--- config.mk ---
export PLATFORM = sky130hd
export DESIGN_NAME = axil_slv_wr_ch
export DESIGN_NICKNAME = d
export VERILOG_FILES = /design/src/rtl/axil_slv_wr_ch.sv
export SDC_FILE = /design/constraint.sdc
export NUM_CORES = 1
export LEC_CHECK = 0
export BUFFER_PORTS_ARGS = -buffer_cell sky130_fd_sc_hd__buf_2
export CORE_AREA = 10 10 142 144
export CTS_CLUSTER_SIZE = 24
export DETAILED_ROUTE_END_ITERATION = 7
export DIE_AREA = 0 0 152 154
export PLACE_DENSITY_LB_ADDON = 0.15
export REMOVE_ABC_BUFFERS = 1
export SETUP_SLACK_MARGIN = 0.2
export SYNTH_ARGS = -nofsm -noshare
export SYNTH_HDL_FRONTEND = slang
export SYNTH_SLANG_ARGS = --single-unit
--- constraint.sdc ---
create_clock -name clk -period 19.83 [get_ports clk]
set_input_delay 3.966 -clock clk [delete_from_list [all_inputs] [get_ports clk]]
set_output_delay 3.966 -clock clk [all_outputs]
set_load 0.005 [all_outputs]
--- src/rtl/axil_slv_wr_ch.sv ---
// AXI4-Lite slave write channel: independent 2-deep AW/W queues, in-order pairing,
// window decode onto a word-addressed memory port, and a 2-deep B response queue.

module axil_slv_wr_ch_fifo2 #(
  parameter int unsigned WIDTH = 8
) (
  input  logic             clk,
  input  logic             rst,
  input  logic             push_i,
  input  logic             pop_i,
  input  logic [WIDTH-1:0] din_i,
  output logic [WIDTH-1:0] dout_o,
  output logic             full_o,
  output logic             empty_o
);

  logic [WIDTH-1:0] slot_q [2];
  logic             wr_ptr_q;
  logic             rd_ptr_q;
  logic [1:0]       cnt_q;
  logic [1:0]       cnt_d;
  logic             do_push;
  logic             do_pop;

  assign full_o  = (cnt_q == 2'd2);
  assign empty_o = (cnt_q == 2'd0);
  assign dout_o  = slot_q[rd_ptr_q];

  // Full/empty come from pre-edge occupancy, so a pop never makes room for a same-edge push.
  assign do_push = push_i && !full_o;
  assign do_pop  = pop_i && !empty_o;

  always_comb begin
    cnt_d = cnt_q;
    case ({do_push, do_pop})
      2'b10:   cnt_d = cnt_q + 2'd1;
      2'b01:   cnt_d = cnt_q - 2'd1;
      default: cnt_d = cnt_q;
    endcase
  end

  always_ff @(posedge clk or posedge rst) begin
    if (rst) begin
      slot_q[0] <= '0;
      slot_q[1] <= '0;
      wr_ptr_q  <= 1'b0;
      rd_ptr_q  <= 1'b0;
      cnt_q     <= '0;
    end else begin
      if (do_push) begin
        slot_q[wr_ptr_q] <= din_i;
        wr_ptr_q         <= ~wr_ptr_q;
      end
      if (do_pop) begin
        rd_ptr_q <= ~rd_ptr_q;
      end
      cnt_q <= cnt_d;
    end
  end

endmodule

module axil_slv_wr_ch #(
  parameter logic [31:0] ADDR_BASE = 32'h0000_0000,
  parameter int unsigned MEM_AW    = 10
) (
  input  logic              clk,
  input  logic              rst,
  input  logic              s_axi_awvalid,
  output logic              s_axi_awready,
  input  logic [31:0]       s_axi_awaddr,
  input  logic [2:0]        s_axi_awprot,
  input  logic              s_axi_wvalid,
  output logic              s_axi_wready,
  input  logic [31:0]       s_axi_wdata,
  input  logic [3:0]        s_axi_wstrb,
  output logic              s_axi_bvalid,
  input  logic              s_axi_bready,
  output logic [1:0]        s_axi_bresp,
  output logic              mem_we,
  output logic [MEM_AW-1:0] mem_addr,
  output logic [31:0]       mem_wdata,
  output logic [3:0]        mem_wstrb,
  output logic [15:0]       wr_cnt,
  output logic [15:0]       err_cnt
);

  localparam logic [32:0] BASE33  = {1'b0, ADDR_BASE};
  localparam logic [32:0] LIMIT33 = BASE33 + (33'd1 << (MEM_AW + 2));
  localparam logic [1:0]  RESP_OKAY   = 2'b00;
  localparam logic [1:0]  RESP_SLVERR = 2'b10;

  logic              aw_full, aw_empty;
  logic [31:0]       aw_head;
  logic              w_full, w_empty;
  logic [35:0]       w_head;
  logic              b_full, b_empty;
  logic [1:0]        b_head;
  logic              aw_push, w_push, b_pop;
  logic              commit;
  logic              in_range;
  logic [31:0]       offset;
  logic [1:0]        resp;

  logic              mem_we_q,    mem_we_d;
  logic [MEM_AW-1:0] mem_addr_q,  mem_addr_d;
  logic [31:0]       mem_wdata_q, mem_wdata_d;
  logic [3:0]        mem_wstrb_q, mem_wstrb_d;
  logic [15:0]       wr_cnt_q,    wr_cnt_d;
  logic [15:0]       err_cnt_q,   err_cnt_d;

  logic              unused_bits;
  assign unused_bits = ^{s_axi_awprot, offset};

  assign s_axi_awready = !aw_full && !rst;
  assign s_axi_wready  = !w_full && !rst;
  assign aw_push       = s_axi_awvalid && s_axi_awready;
  assign w_push        = s_axi_wvalid && s_axi_wready;
  assign b_pop         = s_axi_bvalid && s_axi_bready;

  // Commit decision uses pre-edge occupancy only; a B pop on the same edge does not free a slot.
  assign commit = !aw_empty && !w_empty && !b_full;

  axil_slv_wr_ch_fifo2 #(.WIDTH(32)) u_aw_fifo (
    .clk     (clk),
    .rst     (rst),
    .push_i  (aw_push),
    .pop_i   (commit),
    .din_i   (s_axi_awaddr),
    .dout_o  (aw_head),
    .full_o  (aw_full),
    .empty_o (aw_empty)
  );

  axil_slv_wr_ch_fifo2 #(.WIDTH(36)) u_w_fifo (
    .clk     (clk),
    .rst     (rst),
    .push_i  (w_push),
    .pop_i   (commit),
    .din_i   ({s_axi_wdata, s_axi_wstrb}),
    .dout_o  (w_head),
    .full_o  (w_full),
    .empty_o (w_empty)
  );

  axil_slv_wr_ch_fifo2 #(.WIDTH(2)) u_b_fifo (
    .clk     (clk),
    .rst     (rst),
    .push_i  (commit),
    .pop_i   (b_pop),
    .din_i   (resp),
    .dout_o  (b_head),
    .full_o  (b_full),
    .empty_o (b_empty)
  );

  assign s_axi_bvalid = !b_empty;
  assign s_axi_bresp  = b_head;

  assign in_range = ({1'b0, aw_head} >= BASE33) && ({1'b0, aw_head} < LIMIT33);
  assign offset   = aw_head - ADDR_BASE;
  assign resp     = in_range ? RESP_OKAY : RESP_SLVERR;

  always_comb begin
    mem_we_d    = 1'b0;
    mem_addr_d  = mem_addr_q;
    mem_wdata_d = mem_wdata_q;
    mem_wstrb_d = mem_wstrb_q;
    wr_cnt_d    = wr_cnt_q;
    err_cnt_d   = err_cnt_q;
    if (commit) begin
      if (in_range) begin
        mem_we_d    = 1'b1;
        mem_addr_d  = offset[MEM_AW+1:2];
        mem_wdata_d = w_head[35:4];
        mem_wstrb_d = w_head[3:0];
        wr_cnt_d    = wr_cnt_q + 16'd1;
      end else begin
        err_cnt_d   = err_cnt_q + 16'd1;
      end
    end
  end

  always_ff @(posedge clk or posedge rst) begin
    if (rst) begin
      mem_we_q    <= 1'b0;
      mem_addr_q  <= '0;
      mem_wdata_q <= '0;
      mem_wstrb_q <= '0;
      wr_cnt_q    <= '0;
      err_cnt_q   <= '0;
    end else begin
      mem_we_q    <= mem_we_d;
      mem_addr_q  <= mem_addr_d;
      mem_wdata_q <= mem_wdata_d;
      mem_wstrb_q <= mem_wstrb_d;
      wr_cnt_q    <= wr_cnt_d;
      err_cnt_q   <= err_cnt_d;
    end
  end

  assign mem_we    = mem_we_q;
  assign mem_addr  = mem_addr_q;
  assign mem_wdata = mem_wdata_q;
  assign mem_wstrb = mem_wstrb_q;
  assign wr_cnt    = wr_cnt_q;
  assign err_cnt   = err_cnt_q;

endmodule

==> impl_metrics.yaml <==
yosys:
  synth_async_sr_flop_share: 1.000
  avgSynthCellArea_um2: 13.51
  ys_types: 43
  syn_inst: 692
  synth-seq-area-share: 0.6021
  ys_seq_elements: 225
  yosys_warnings: 0
  yosys-top-cells-area: "dfrtp_1, mux2_2, mux2i_1"
  synth_largest_area_cell: "dfrtp_1"
  synth_top_area_share: 0.6021
  synthFlopType: "dfrtp_1"
  synth_edf_count: 0
  syn_area_mm2: 0.009351
cells_and_area:
  drive_above_1_share: 0.4037
  ff_latch_area_mm2: 0.005632
  finalNetCount: 920
  fill_cells: 1364
  syn2layout_area_growth_pct: 18.44
  multi_input_area_mm2: 0.003501
global_routing:
  grt_pass1_wl_um: 34980
  antenna_found_initial: 4
  grt_max_degree: 152
  grt_pass1_vias: 6723
  grtUsageTotal: 0.1783
  overflow: 0
floorplanning:
  die_w_um: 152
  dieArea_mm2: 0.02341
  initial_core_util: 0.5444
  core_area_mm2: 0.01718
  ioPinCount: 160
  die_height_um: 154
  placementRows: 48
critical_path:
  worstPathMaxFanout: 3
  arrival_ps: 4590
  path_class: "input port to output port"
  slowest_stage: "a21oi_1"
  end_kind: "output port"
  start_kind: "input port"
  slowest_delay_ps: 280
  path_cells: "buf_2 > a21oi_1 > buf_2"
  cpMostUsedCell: "buf_2"
  critical_path_required_ps: 15860
clocking:
  post-cts-setup-buffers: 0
  numCtsBuffers: 25
  clock_path_buffers: 3
  clock-sinks: 225
  clock_latency_ps: 510
  postCtsHoldBufs: 0
  htreeDepth: 1
  cts_tree: "done"
  clkTransAtPathRegs_ps: 60
  cts_resized: 0
  cts-root-buf: "clkbuf_16"
sta:
  rsz0062_at_grt: "no"
  period_share: 0.4314
  finalCriticalPeriod_ps: 8555
  finClkSkew_ps: 8.984
  setup_tns_ps: 0
  maxSlewHeadroom: 0.2957
  fin_hold_ws_ps: 461.8
  finalHoldViolCount: 0
  fmax_mhz: 116.9
  finalMaxSlewViolations: 0
  worst_slew_pin_slew_ps: 1055
  finalSetupViolCount: 0
status:
  status: "finished clean"
worst_hold_path:
  hold_class: "register to register"
detailed_routing:
  drtIter0Drc: 296
  first_pass_iters: 4
  via_per_inst: 5.568
  postRouteAntennaNets: 0
  drc_errors: 0
  wire_per_inst_um: 19.71
  wl_um: 21380
  via_count: 6041
power_and_ir_drop:
  power.leakage_nw: 5.297
  max-vdd-ir-drop_uv: 67.07
  p_per_area_mw_per_mm2: 145.4
  power_w: 0.001610
placement:
  dpl.hpwl_um: 13790
  port_buffers: 153
  gp_congestion: 0.7635
flow_run:
  cap_violations: 0
-- per-stage QoR --
stage / cell area, µm² / cells / setup slack, ps / util
CTS: 11070 / 1082 / 11260 / 0.6444
finish: 11080 / 1085 / 11270 / 0.6448
detailed placement: 10260 / 1037 / 11260 / 0.5975
floorplan: 9150 / 652 / 9701 / -
global placement: 10260 / 1037 / 11270 / 0.5975
global route: 11070 / 1084 / 11200 / 0.6447
-- synth_stat cells, types with 2 or more instances --
master    count
xor2_1       14
buf_4         7
nor3_2        2
o21ai_0      51
nor2_1       17
mux2i_1      46
nand4_1      22
nor2_4        2
mux2_2      133
a21oi_1       3
nor4_1        5
buf_1         3
dfrtp_1     225
clkbuf_1     20
buf_6         2
nor3_1        6
and2_1        2
ha_1          5
clkbuf_2      2
and3_1        8
o21ai_1      41
and4_1        2
nand3_1      12
inv_1         5
buf_2         6
xnor2_1      31
nand2_1       4
-- metal layers --
| layer | global-route usage | routed length, µm |
|---|---|---|
| met5 | 0 | 11 |
| met4 | 0.04585 | 380 |
| met3 | 0.05439 | 1443 |
| met1 | 0.2099 | 8699 |
| met2 | 0.3105 | 10850 |
-- state kept, by name, indices dropped and copies added (netlist names) --
signal,count
u_w_fifo.slot_q,72
u_aw_fifo.slot_q,60
mem_wdata,32
err_cnt,16
wr_cnt,16
mem_addr,10
mem_wstrb,4
u_aw_fifo.cnt_q,2
u_b_fifo.cnt_q,2
u_b_fifo.slot_q,2
u_w_fifo.cnt_q,2
mem_we,1
u_aw_fifo.rd_ptr_q,1
u_aw_fifo.wr_ptr_q,1
u_b_fifo.rd_ptr_q,1
u_b_fifo.wr_ptr_q,1
u_w_fifo.rd_ptr_q,1
u_w_fifo.wr_ptr_q,1
-- logic make-up (layout without fill, tap and decap cells) --
kind of cell    count (synthesis)  in the layout  share of synthesized area
compound gates                100            100                    0.05606
xor+xnor                       45             45                    0.04215
fa+ha+maj                       5              5                   0.006690
buf+inv                        46            211                    0.02395
flops                         225            225                     0.6021
mux                           181            181                     0.2122
other cells                     1              4                  0.0004010
simple gates                   89             89                    0.05646
-- cell usage in the layout (no fill, tap or decap), drive strengths merged --
| master | n |
|---|---|
| nor2b | 1 |
| nand3 | 13 |
| inv | 8 |
| and4 | 2 |
| clkinv | 2 |
| nand4 | 22 |
| dfrtp | 225 |
| xnor2 | 31 |
| a22oi | 1 |
| nand2 | 5 |
| mux2i | 46 |
| or2 | 1 |
| bufinv | 2 |
| a31oi | 1 |
| a22o | 1 |
| ha | 5 |
| nor4 | 5 |
| nor3 | 9 |
| o21ai | 92 |
| conb | 1 |
| clkbuf | 39 |
| nor3b | 1 |
| and2 | 2 |
| buf | 160 |
| diode | 3 |
| xor2 | 14 |
| o22ai | 1 |
| a21oi | 4 |
| nor2 | 19 |
| mux2 | 135 |
| nor4b | 1 |
| and3 | 8 |
-- cell type report --
type / count / area share
Inverter: 6 / 0.002711
Sequential cell: 225 / 0.5085
Antenna cell: 3 / 0.0006778
Timing Repair Buffer: 160 / 0.07388
Multi-Input combinational cell: 421 / 0.3161
Tap cell: 225 / 0.02542
Clock inverter: 6 / 0.007908
Clock buffer: 39 / 0.06484
-- report_power, final --
group          internal, W  switching (W)  total (W)
Combinational     0.000230       0.000204   0.000433
Clock             0.000274       0.000176   0.000450
Sequential        0.000623       0.000103   0.000727
-- worst paths after layout --
check                                                from                            end  slack [ps]  cells past startpoint
min                                wr_cnt[15]$_DFFE_PP0P_         wr_cnt[15]$_DFFE_PP0P_         460                      1
max                                                   rst                  s_axi_awready       11270                      3
max reg2reg                u_aw_fifo.rd_ptr_q$_DFFE_PP0P_      mem_wdata[22]$_DFFE_PP0P_       16340                      6
max in group asynchronous                             rst  u_w_fifo.rd_ptr_q$_DFFE_PP0P_       14540                      3
min in group asynchronous                             rst          wr_cnt[5]$_DFFE_PP0P_        3690                      2
min reg2reg                        wr_cnt[15]$_DFFE_PP0P_         wr_cnt[15]$_DFFE_PP0P_         460                      1
-- critical path: cells and delay by family --
family | cells | cell delay, ps
buffers and inverters | 2 | 340
AOI/OAI and AO/OA | 1 | 280
Power figures use the tool's default switching activity.
